### config.mk
export PLATFORM = sky130hd
export DESIGN_NAME = core_ctrl_fsm_flat
export DESIGN_NICKNAME = d
export VERILOG_FILES = /design/src/rtl/core_ctrl_fsm_if.sv /design/src/rtl/core_ctrl_fsm.sv /design/src/flat_wrapper.sv
export SDC_FILE = /design/constraint.sdc
export NUM_CORES = 1
export LEC_CHECK = 0
export CAP_MARGIN = 20
export CORE_MARGIN = 8
export CORE_UTILIZATION = 40
export DETAILED_ROUTE_END_ITERATION = 10
export PLACE_DENSITY = 0.88
export SLEW_MARGIN = 5
export SYNTH_ARGS = -nofsm -noshare
export SYNTH_HDL_FRONTEND = slang
export SYNTH_SLANG_ARGS = --single-unit
### constraint.sdc
create_clock -name clk -period 2.7 [get_ports clk]
set_clock_uncertainty 0.15 [all_clocks]
set_input_delay 0.675 -clock clk [delete_from_list [all_inputs] [get_ports clk]]
set_output_delay 0.675 -clock clk [all_outputs]
set_load 0.05 [all_outputs]
### src/rtl/core_ctrl_fsm_if.sv
// Control bus between the core control FSM and the datapath/memory side.
// master = control FSM, slave = datapath and memory.
interface core_ctrl_fsm_if #(
    parameter int unsigned OPCODE_W = 7,
    parameter int unsigned STATE_W  = 3
);
    logic [OPCODE_W-1:0] opcode;
    logic                branch_taken;
    logic                mem_ready;
    logic                mem_req;
    logic                mem_we;
    logic                mem_addr_sel;
    logic                ir_write;
    logic                pc_write;
    logic                pc_src;
    logic                control_override;
    logic                alu_src_b;
    logic                reg_write;
    logic [1:0]          wb_sel;
    logic                instr_done;
    logic                illegal;
    logic [STATE_W-1:0]  state;

    modport master (
        input  opcode, branch_taken, mem_ready,
        output mem_req, mem_we, mem_addr_sel, ir_write, pc_write, pc_src,
               control_override, alu_src_b, reg_write, wb_sel, instr_done,
               illegal, state
    );

    modport slave (
        output opcode, branch_taken, mem_ready,
        input  mem_req, mem_we, mem_addr_sel, ir_write, pc_write, pc_src,
               control_override, alu_src_b, reg_write, wb_sel, instr_done,
               illegal, state
    );
endinterface

### src/rtl/core_ctrl_fsm.sv
// Multi-cycle fetch/decode/exec/mem/writeback sequencer for the PhilosophyV core.
// Enables are Mealy/Moore decodes of the current state; illegal is a sticky register.
module core_ctrl_fsm #(
    parameter int unsigned OPCODE_W = 7,
    parameter int unsigned STATE_W  = 3
) (
    input  logic           clk,
    input  logic           rst,
    core_ctrl_fsm_if.master bus
);
    localparam logic [OPCODE_W-1:0] OP_LOAD    = OPCODE_W'(7'b0000011);
    localparam logic [OPCODE_W-1:0] OP_STORE   = OPCODE_W'(7'b0100011);
    localparam logic [OPCODE_W-1:0] OP_ALU_IMM = OPCODE_W'(7'b0010011);
    localparam logic [OPCODE_W-1:0] OP_ALU_REG = OPCODE_W'(7'b0110011);
    localparam logic [OPCODE_W-1:0] OP_BRANCH  = OPCODE_W'(7'b1100011);
    localparam logic [OPCODE_W-1:0] OP_JAL     = OPCODE_W'(7'b1101111);

    typedef enum logic [2:0] {
        S_FETCH  = 3'd0,
        S_DECODE = 3'd1,
        S_EXEC   = 3'd2,
        S_MEM    = 3'd3,
        S_WB     = 3'd4,
        S_TRAP   = 3'd7
    } state_e;

    state_e state_q, state_d;
    logic   illegal_q;

    logic is_load, is_store, is_alu_imm, is_alu_reg, is_branch, is_jal, is_legal;

    logic       mem_req, mem_we, mem_addr_sel, ir_write, pc_write, pc_src;
    logic       control_override, alu_src_b, reg_write, instr_done;
    logic [1:0] wb_sel;

    assign is_load    = (bus.opcode == OP_LOAD);
    assign is_store   = (bus.opcode == OP_STORE);
    assign is_alu_imm = (bus.opcode == OP_ALU_IMM);
    assign is_alu_reg = (bus.opcode == OP_ALU_REG);
    assign is_branch  = (bus.opcode == OP_BRANCH);
    assign is_jal     = (bus.opcode == OP_JAL);
    assign is_legal   = is_load | is_store | is_alu_imm | is_alu_reg | is_branch | is_jal;

    // State register and sticky illegal flag
    always_ff @(posedge clk) begin
        if (rst) begin
            state_q   <= S_FETCH;
            illegal_q <= 1'b0;
        end else begin
            state_q <= state_d;
            if (state_d == S_TRAP) begin
                illegal_q <= 1'b1;
            end
        end
    end

    // Next-state and enable decode
    always_comb begin
        state_d          = state_q;
        mem_req          = 1'b0;
        mem_we           = 1'b0;
        mem_addr_sel     = 1'b0;
        ir_write         = 1'b0;
        pc_write         = 1'b0;
        pc_src           = 1'b0;
        control_override = 1'b1;
        alu_src_b        = 1'b0;
        reg_write        = 1'b0;
        wb_sel           = 2'd0;
        instr_done       = 1'b0;

        case (state_q)
            S_FETCH: begin
                mem_req = 1'b1;
                if (bus.mem_ready) begin
                    ir_write = 1'b1;
                    pc_write = 1'b1;
                    state_d  = S_DECODE;
                end
            end
            S_DECODE: begin
                state_d = is_legal ? S_EXEC : S_TRAP;
            end
            S_EXEC: begin
                if (is_alu_reg || is_alu_imm) begin
                    control_override = 1'b0;
                    alu_src_b        = is_alu_imm;
                    state_d          = S_WB;
                end else if (is_load || is_store) begin
                    alu_src_b = 1'b1;
                    state_d   = S_MEM;
                end else if (is_branch) begin
                    pc_write   = bus.branch_taken;
                    pc_src     = bus.branch_taken;
                    instr_done = 1'b1;
                    state_d    = S_FETCH;
                end else if (is_jal) begin
                    reg_write  = 1'b1;
                    wb_sel     = 2'd2;
                    pc_write   = 1'b1;
                    pc_src     = 1'b1;
                    instr_done = 1'b1;
                    state_d    = S_FETCH;
                end else begin
                    // IR is stable after DECODE, so this only guards against corruption
                    state_d = S_TRAP;
                end
            end
            S_MEM: begin
                mem_req      = 1'b1;
                mem_addr_sel = 1'b1;
                mem_we       = is_store;
                if (bus.mem_ready) begin
                    if (is_store) begin
                        instr_done = 1'b1;
                        state_d    = S_FETCH;
                    end else begin
                        state_d = S_WB;
                    end
                end
            end
            S_WB: begin
                reg_write        = 1'b1;
                wb_sel           = is_load ? 2'd1 : 2'd0;
                control_override = ~(is_alu_reg | is_alu_imm);
                instr_done       = 1'b1;
                state_d          = S_FETCH;
            end
            S_TRAP: begin
                state_d = S_TRAP;
            end
            default: begin
                state_d = S_FETCH;
            end
        endcase

        // Reset cycle presents the idle output set regardless of state
        if (rst) begin
            mem_req          = 1'b0;
            mem_we           = 1'b0;
            mem_addr_sel     = 1'b0;
            ir_write         = 1'b0;
            pc_write         = 1'b0;
            pc_src           = 1'b0;
            control_override = 1'b1;
            alu_src_b        = 1'b0;
            reg_write        = 1'b0;
            wb_sel           = 2'd0;
            instr_done       = 1'b0;
        end
    end

    assign bus.mem_req          = mem_req;
    assign bus.mem_we           = mem_we;
    assign bus.mem_addr_sel     = mem_addr_sel;
    assign bus.ir_write         = ir_write;
    assign bus.pc_write         = pc_write;
    assign bus.pc_src           = pc_src;
    assign bus.control_override = control_override;
    assign bus.alu_src_b        = alu_src_b;
    assign bus.reg_write        = reg_write;
    assign bus.wb_sel           = wb_sel;
    assign bus.instr_done       = instr_done;
    assign bus.illegal          = illegal_q;
    assign bus.state            = STATE_W'(state_q);
endmodule

### src/flat_wrapper.sv
// flat-port wrapper written by rule: the top's interface ports become plain ports
module core_ctrl_fsm_flat 
#(
    parameter int unsigned OPCODE_W = 7,
    parameter int unsigned STATE_W  = 3
)
  (clk, rst, bus_opcode, bus_branch_taken, bus_mem_ready, bus_mem_req, bus_mem_we, bus_mem_addr_sel, bus_ir_write, bus_pc_write, bus_pc_src, bus_control_override, bus_alu_src_b, bus_reg_write, bus_wb_sel, bus_instr_done, bus_illegal, bus_state);
  core_ctrl_fsm_if #(.OPCODE_W(OPCODE_W), .STATE_W(STATE_W)) bus_i ();
  input  logic clk;
  input  logic rst;
  input wire logic [$bits(bus_i.opcode)-1:0] bus_opcode;
  input wire logic [$bits(bus_i.branch_taken)-1:0] bus_branch_taken;
  input wire logic [$bits(bus_i.mem_ready)-1:0] bus_mem_ready;
  output wire logic [$bits(bus_i.mem_req)-1:0] bus_mem_req;
  output wire logic [$bits(bus_i.mem_we)-1:0] bus_mem_we;
  output wire logic [$bits(bus_i.mem_addr_sel)-1:0] bus_mem_addr_sel;
  output wire logic [$bits(bus_i.ir_write)-1:0] bus_ir_write;
  output wire logic [$bits(bus_i.pc_write)-1:0] bus_pc_write;
  output wire logic [$bits(bus_i.pc_src)-1:0] bus_pc_src;
  output wire logic [$bits(bus_i.control_override)-1:0] bus_control_override;
  output wire logic [$bits(bus_i.alu_src_b)-1:0] bus_alu_src_b;
  output wire logic [$bits(bus_i.reg_write)-1:0] bus_reg_write;
  output wire logic [$bits(bus_i.wb_sel)-1:0] bus_wb_sel;
  output wire logic [$bits(bus_i.instr_done)-1:0] bus_instr_done;
  output wire logic [$bits(bus_i.illegal)-1:0] bus_illegal;
  output wire logic [$bits(bus_i.state)-1:0] bus_state;
  assign bus_i.opcode = bus_opcode;
  assign bus_i.branch_taken = bus_branch_taken;
  assign bus_i.mem_ready = bus_mem_ready;
  assign bus_mem_req = bus_i.mem_req;
  assign bus_mem_we = bus_i.mem_we;
  assign bus_mem_addr_sel = bus_i.mem_addr_sel;
  assign bus_ir_write = bus_i.ir_write;
  assign bus_pc_write = bus_i.pc_write;
  assign bus_pc_src = bus_i.pc_src;
  assign bus_control_override = bus_i.control_override;
  assign bus_alu_src_b = bus_i.alu_src_b;
  assign bus_reg_write = bus_i.reg_write;
  assign bus_wb_sel = bus_i.wb_sel;
  assign bus_instr_done = bus_i.instr_done;
  assign bus_illegal = bus_i.illegal;
  assign bus_state = bus_i.state;
  core_ctrl_fsm #(.OPCODE_W(OPCODE_W), .STATE_W(STATE_W)) u_core (.clk(clk), .rst(rst), .bus(bus_i));
endmodule
==> qor.txt <==
Worst-Margin Slew -> 0.515 ns
ys async rst share -> 0%
core area -> 0.00145 mm²
Tcrit/Tclk final -> 104%
Mapped Nets -> 89
DRT Pass-1 Iters -> 4
most common cell in the netlist -> nor2_1
Hold Path Class -> reg -> reg
Top delay family on crit path -> compound AO/OA/AOI/OAI gates
setup TNS -> -0.186 ns
post-detailed-route count of antenna-violating nets -> 0
synthesized area per cell -> 7.75 µm²
Lkg Pwr -> 0.587 nW
dpl hpwl -> 1.92 mm
Slowest-stage cell, CP -> a2111oi_4
setup violators final -> 2
critical path peak fanout -> 3
Synth Area in Compound Gates -> 30.0%
Unique masters post-synth -> 40
CTS tree -> done
number of synthesized register bits -> 4
Sw Share -> 53.3%
post-route worst setup slack -> -0.119 ns
top-area cell type share of the netlist area -> 13.3%
Crit path buffers/inverters -> 2
CP endpoint kind -> output port
number of I/O port buffers -> 26
I/O pins -> 27
Via Count -> 987
synthesized area -> 604 µm²
Total Wirelength -> 3.78 mm
clock root cell -> clkbuf_4
post-route minimum period -> 2.82 ns
number of synthesized flops with an enable pin -> 0
Total Nets Final -> 146
die area -> 0.00301 mm²
row cnt -> 14
top cells by area, synth -> dfxtp_1 13%, nand2b_1 5.2%, a21oi_1 5.0%
Simple-Gate Fraction of Synth Area -> 49.5%
slowest stage delay, CP -> 0.42 ns
max-cap violation count -> 0
post-synthesis xor/xnor area fraction -> 2.90%
Die Y -> 54.9 µm
DR iter-0 viols -> 44
area leader, netlist -> dfxtp_1
CTS Buf Count -> 3
pin count of the biggest net entering global routing -> 17
Data required, critical path -> 1.88 ns
Post-synth top flop -> dfxtp_1
Post-Syn Instances -> 78
CP Data Arrival Time -> 1.99 ns
Routed WL per cell -> 25.4 µm
grt total ovfl -> 0
Final Hold Fails -> 0
Max H-tree Level -> 1
Crit Path Category -> in -> out
Post-Synth Adder-Cell Area -> 0%
commonest cells in the netlist -> 7 x nor2_1, 6 x a21oi_1, 5 x nand2b_1
Sw Pwr -> 0.484 mW
crit path from -> bus_opcode[2]
hold buffers post-CTS -> 0
drt drc -> 0
HP Start -> u_core.bus.illegal
initial antenna violation count -> 0
largest family of logic cells by synthesized area -> simple AND/OR/NAND/NOR gates
post-synthesis sequential area ratio -> 13.3%
Pwr Total -> 0.909 mW
Layout area overhead -> 128%
fin area -> 0.00138 mm²
FMAX -> 355 MHz
Worst setup SP type -> input pin
ant diodes -> 0
number of global-route vias before repair -> 1040
post-DR vias/cell -> 6.62
layout cell share with drive strength beyond 1 -> 60.9%
RSZ-0062 raised after global routing -> true
clk_lat worst skew -> 0.23 ns
Initial Util -> 41.6%
PwrDens -> 661 mW/mm²
Slew Viols, Final -> 0
Die W -> 54.9 µm
Comb power frac -> 81.6%
Pint -> 0.425 mW
Setup WS pre-CTS -> -0.454 ns
worst vdd ir -> 0.000624 V
crit-path cells -> buf_2, and4bb_4, a21oi_4, nand4b_4, a2111oi_4, buf_12
status -> finished with violations
failing checks -> negative setup slack
post-synthesis mux area share -> 0%
Seq pwr share -> 10.5%
Worst R2R Start -> u_core.bus.state[1]
placer congestion estimate -> 0.901
total of warnings raised by yosys -> 0
final hold slack -> 0.565 ns
Slew HR -> 65.5%
Clock power frac -> 7.9%
Worst-path clk slew -> 0.04 ns
Placed Area -> 0.00122 mm²
gr usage total -> 23.7%
Max Root-Sink Buffers -> 2
first-pass GRT wire length -> 5.10 mm
CTS sink cnt -> 4
## layout by cell type, fill, tap and decap left out, types with 2 or more instances in the layout
cell type	Yosys	layout
dfxtp_1	4	2
buf_6	0	5
nor4_4	0	2
a21oi_2	0	3
a21oi_1	6	3
clkdlybuf4s50_1	0	4
nor2b_1	4	3
and3_1	4	3
nor2_2	0	2
clkbuf_4	0	3
buf_4	0	30
nand4_1	2	2
a211o_1	2	2
nand2_1	4	3
nor2_1	7	5
clkbuf_2	0	2
nand3_1	3	3
a2111oi_4	1	2
nor3_4	0	2
buf_12	0	12
dlygate4sd2_1	0	2
nand2b_1	5	4
dfxtp_2	0	2
## worst paths after layout
path,end,cells past startpoint,slack (ns)
worst min register to register,u_core.bus.illegal,3,0.56
worst max register to register,u_core.bus.illegal,5,0.91
worst min-delay path,u_core.bus.illegal,3,0.56
worst max-delay path,bus_pc_write,6,-0.12
## cell families (layout without fill, tap and decap cells)
logic type,Yosys count,count (layout)
DFF,4,4
buffers and inverters,6,61
xor gates and xnor gates,2,2
and+or+nand+nor,45,45
AOI/OAI and AO/OA,21,21
## worst reg2reg max path: stages (launching register included)
cell      delay [ns]
dfxtp_2         0.32
buf_4           0.18
nor2b_1         0.34
nand2_1         0.18
a221oi_1        0.41
a211oi_2        0.08
## registers in the layout, summed over array words and instances, names as in the netlist
register            cells
u_core.bus.state        3
u_core.bus.illegal      1
## power by group through the flow
stage	registers, mW	logic [mW]	clock network [mW]
2_1_floorplan	0.173	0.327	0
3_3_place_gp	0.0921	0.628	0
3_5_place_dp	0.0944	0.648	0
4_1_cts	0.0938	0.683	0.0741
5_1_grt	0.0972	0.759	0.0749
6_report	0.0952	0.742	0.0717
## cell type report
| class | instances | area, µm² |
|---|---|---|
| Sequential cell | 4 | 82.6 |
| Inverter | 1 | 3.75 |
| Timing Repair Buffer | 57 | 609 |
| Fill cell | 40 | 78.8 |
| Tap cell | 16 | 20.0 |
| Clock buffer | 3 | 22.5 |
| Multi-Input combinational cell | 68 | 637 |
## routing by layer
layer,vias to the layer above,track usage [%],share of wire (%)
met3,28,3.26,8.4
met1,457,23.3,34
met4,0,19.7,6.1
met2,91,42.8,52
met5,-,0,0
li1,411,-,-
## timing repair
action,in CTS,in global routing
pin swaps,10,7
setup buffers,3,2
setup endpoints to repair,11,6
gates resized for setup,43,10
cloned,0,0
## metrics by stage
step,std cells,util (%)
final,149,94.6
after global routing,149,94.6
after CTS,147,92.3
after detailed placement,141,84.0
after global placement,141,84.0
after floorplan,78,-
Power figures use the tool's default switching activity.
